`src/rtl/instr_fetch.sv`:
```
// instr_fetch: fetches 32-bit words from a synchronous-read RAM and hands them one at a time to the core
module instr_fetch #(
  parameter int          PC_WIDTH = 11,
  parameter logic [31:0] RESET_PC = 32'h0000_0000
) (
  input  logic                clk,
  input  logic                rst_n,
  output logic [PC_WIDTH-1:0] imem_addr,
  output logic                imem_rden,
  input  logic [31:0]         imem_rddata,
  input  logic                waiting,
  input  logic                branch_en,
  input  logic [31:0]         branch_target,
  output logic [31:0]         instr,
  output logic                instr_valid,
  output logic [31:0]         instr_pc,
  output logic [31:0]         fetch_count
);
  typedef enum logic [1:0] {S_REQ, S_RESP, S_HOLD} state_t;
  state_t state, state_nx;
  logic [31:0] pc;
  assign imem_addr = pc[PC_WIDTH+1:2];
  assign imem_rden = state == S_REQ;
  // next state: a redirect always restarts with a request, otherwise request -> response -> hold until consumed
  always_comb begin
    state_nx = state;
    state_nx = branch_en ? S_REQ :
               state == S_REQ ? S_RESP :
               state == S_RESP ? S_HOLD :
               waiting ? S_REQ : S_HOLD;
  end
  // state and datapath; a redirect outranks capture and consume so stale data and dropped words never count
  always_ff @(posedge clk) begin
    if (!rst_n) begin
      state       <= S_REQ;
      pc          <= RESET_PC;
      instr       <= '0;
      instr_pc    <= '0;
      instr_valid <= 1'b0;
      fetch_count <= '0;
    end else begin
      state <= state_nx;
      if (branch_en) begin
        pc          <= branch_target & ~32'd3;
        instr_valid <= 1'b0;
      end else if (state == S_RESP) begin
        instr       <= imem_rddata;
        instr_pc    <= pc;
        instr_valid <= 1'b1;
        pc          <= pc + 32'd4;
      end else if (state == S_HOLD && waiting) begin
        instr_valid <= 1'b0;
        fetch_count <= fetch_count + 32'd1;
      end
    end
  end
endmodule

```
`config.mk`:
```
export PLATFORM = sky130hd
export DESIGN_NAME = instr_fetch
export DESIGN_NICKNAME = d
export VERILOG_FILES = /design/src/rtl/instr_fetch.sv
export SDC_FILE = /design/constraint.sdc
export NUM_CORES = 1
export LEC_CHECK = 0
export ABC_CLOCK_PERIOD_IN_PS = 2500
export CAP_MARGIN = 20
export CORE_MARGIN = 3
export CORE_UTILIZATION = 25
export DETAILED_ROUTE_END_ITERATION = 10
export PLACE_DENSITY = 0.51
export SYNTH_ARGS = -nofsm -noshare
export SYNTH_HDL_FRONTEND = slang
export SYNTH_SLANG_ARGS = --single-unit
```
`constraint.sdc`:
```
create_clock -name clk -period 2.5 [get_ports clk]
set_input_delay 0.5 -clock clk [delete_from_list [all_inputs] [get_ports clk]]
set_output_delay 0.5 -clock clk [all_outputs]
set_load 0.01 [all_outputs]
```
==> metrics <==
core area=21400 um2; Setup Fix Bufs, Post-CTS=0; setup TNS=0 ns; Iter 0 DRT Violations=271; Mapped Cells=689; Critical Path Sink Type=flip-flop; max incr delay on CP=0.70 ns; fin crit share=92.1%; Die W=155 um; final wirelength=17400 um; Worst Hold Launch=instr[29]; CP max stage cell=or4_4; GRT Total Usage=14.0%; area post-placement=7640 um2; Pint=3.97 mW; routed len/inst=15.2 um; CP delay by family, top=simple AND/OR/NAND/NOR gates; unrepaired setup endpoints after global routing=no; Yosys top cell by area=dfxtp_1; Hold Slack=0.451 ns; MaxCap Viol Count=0; share of the synthesized area in the top cell type=45.8%; sequential share of power=42.0%; Leak=2.72 nW; # clock sinks=127; Post-synth EDFFs=0; fin crit period=2.30 ns; register area share after synthesis=45.8%; crit path kind=input pin to flip-flop; clock group share of total power=49.2%; Area contributors post-synth=dfxtp_1 (46%), nand2_1 (10%), a21oi_1 (8.5%), or4_1 (4.2%), o31ai_1 (3.1%); Buffers on Ports=172; Post-Place Worst Slack=-0.243 ns; initial antenna violation count=0; FF-to-FF Start=state[0]; R2R cell count=4; Max VDD drop=0.389 mV; Fillers=2226; worst path arrival time=2.64 ns; Avg Inst Size Synth=8.06 um2; Min-Delay Endpoint=instr[29]; Critical Path Start Type=input pin; post-CTS sizing=0; Remaining Overflow, GRT=0; CP bufs+invs=1; first-pass GRT wire length=27100 um; CP required=2.84 ns; Initial Util=25.9%; Post-DP HPWL=12100 um; pins over their slew limit=0; worst flop-to-flop path endpoint=pc[28]; final instance area=8230 um2; power share of the combinational group=8.9%; cts bufs inserted=17; Die ar.=24000 um2; P&R area growth vs syn=48.2%; most common library cells after synthesis=nand2_1 (149), dfxtp_1 (127), a21oi_1 (94), clkbuf_1 (42); CTS tree=yes; Cell variety after synth=47; io pins=177; asr flop ratio synth=0%; hold bufs inserted after CTS=0; status=finished clean; Layout Skew=0.0125 ns; slew margin rel.=60.1%; Critical Path Fanout Max=18; via-per-instance ratio=4.78; Die H=155 um; worst path cell trace=clkdlybuf4s50_1 -> nand4bb_1 -> or4_4 -> or4_1 -> a21oi_1; synthesized area=5550 um2; Final setup viols=0; fin nets=923; power per standard cell area=623 nW/um2; routability cong.=0.757; Fmax achieved=434 MHz; switching power=1.15 mW; Hold Vio Cnt, Final=0; H-tree Lvls=4; worst slew pin tran=0.599 ns; Post-DRT Antenna Nets=0; share of cells above drive strength 1=7.29%; largest net degree at the start of global routing=54; R2R Setup Slk=0.28 ns; dominant synthesized flop cell=dfxtp_1; final worst slack=0.198 ns; clock-pin slew on the worst setup and hold paths=0.05 ns; # DRC=0; # rows=53; Max clock buf depth=2; most common cell in the synthesized netlist=nand2_1; worst hold path type=flip-flop to flip-flop; switch share=22.5%; Root Driver=clkbuf_16; Worst-Skew Late Latency=0.41 ns; hold path cells=2; number of global-route vias before repair=4918; drt pass-1 iters=4; Ys Warns=0; DR vias=5445; Antenna Cells=0; Yosys reg bits=127
final cells by class:
class	count	area, um2	area share (%)
clock buffer	24	482	5.85
clock inverter	6	108	1.31
inverter	12	46.3	0.563
multi-input combinational	491	2680	32.6
sequential	127	2540	30.9
tap	275	344	4.18
timing repair buffer	204	2020	24.6
cell families after synthesis:
| group | Yosys count | share of synthesized area [%] |
|---|---|---|
| AND/OR/NAND/NOR | 290 | 26.2 |
| AO/OA/AOI/OAI | 174 | 17.8 |
| flip-flops | 127 | 45.8 |
| buffers and inverters | 72 | 6.04 |
| XOR/XNOR | 20 | 3.16 |
| multiplexers | 3 | 0.541 |
| adder cells (fa/ha/maj) | 2 | 0.451 |
| other | 1 | 0.0675 |
per-stage QoR:
stage	power [mW]	std cells	utilization, %
after global placement	2.65	1109	35.7
after floorplan	2.39	690	-
after CTS	5.20	1139	38.4
after global routing	5.34	1139	38.4
after detailed placement	2.65	1109	35.7
final	5.13	1139	38.4
metal layers:
layer / global-route usage [%] / routed length [um] / vias up / part of all wire (%)
met3: 5.37 / 1430 / 12 / 8.2
li1: - / - / 2785 / -
met2: 21.4 / 7690 / 149 / 44
met4: 3.78 / 188 / 0 / 1.1
met1: 18.5 / 8050 / 2499 / 46
met5: 0 / 0 / - / 0
state kept, by name (all words and copies together), names as in the netlist:
name         flops
fetch_count     32
instr_pc        30
instr           32
state            2
pc              30
instr_valid      1
worst max-delay path by stage:
stage	startpoint	cells after the start	endpoint	slack, ns
2_1_floorplan	branch_en	6	fetch_count[21]	0.33
3_3_place_gp	branch_en	5	fetch_count[17]	-0.23
3_5_place_dp	branch_en	5	fetch_count[17]	-0.24
4_1_cts	branch_en	5	fetch_count[17]	0.18
5_1_grt	branch_en	5	fetch_count[31]	0.08
6_report	branch_en	5	fetch_count[17]	0.20
cells in the final DEF, fill, tap and decap left out, types with 3 or more instances in the layout:
master,count
and4_1,10
bufinv_16,3
a32oi_1,4
buf_12,5
or4_1,31
clkinv_2,3
o21ai_0,31
clkbuf_1,4
a211oi_1,3
clkbuf_8,3
a21oi_1,94
nor4_1,3
xnor2_1,10
xor2_1,10
and3_1,8
buf_4,27
or3_1,15
nand4_1,16
mux2i_1,3
nor3_1,5
a31oi_1,12
dfxtp_1,127
clkdlybuf4s50_1,172
nand3_1,24
nor2_1,17
clkbuf_16,17
o31ai_1,23
nand2_1,148
inv_1,10
worst min-delay path, delay by kind of cell (launching register included):
kind            cells  cell delay (ns)
compound gates      1             0.05
simple gates        1             0.05
flops               1             0.30
power by group through the flow:
| stage | registers, mW | logic (mW) | clock network, mW |
|---|---|---|---|
| floorplan | 2.19 | 0.192 | 0 |
| global placement | 2.19 | 0.461 | 0 |
| detailed placement | 2.19 | 0.458 | 0 |
| CTS | 2.15 | 0.462 | 2.59 |
| global route | 2.16 | 0.497 | 2.68 |
| finish | 2.15 | 0.454 | 2.52 |
Note: power is estimated with default switching activity, not from simulation.
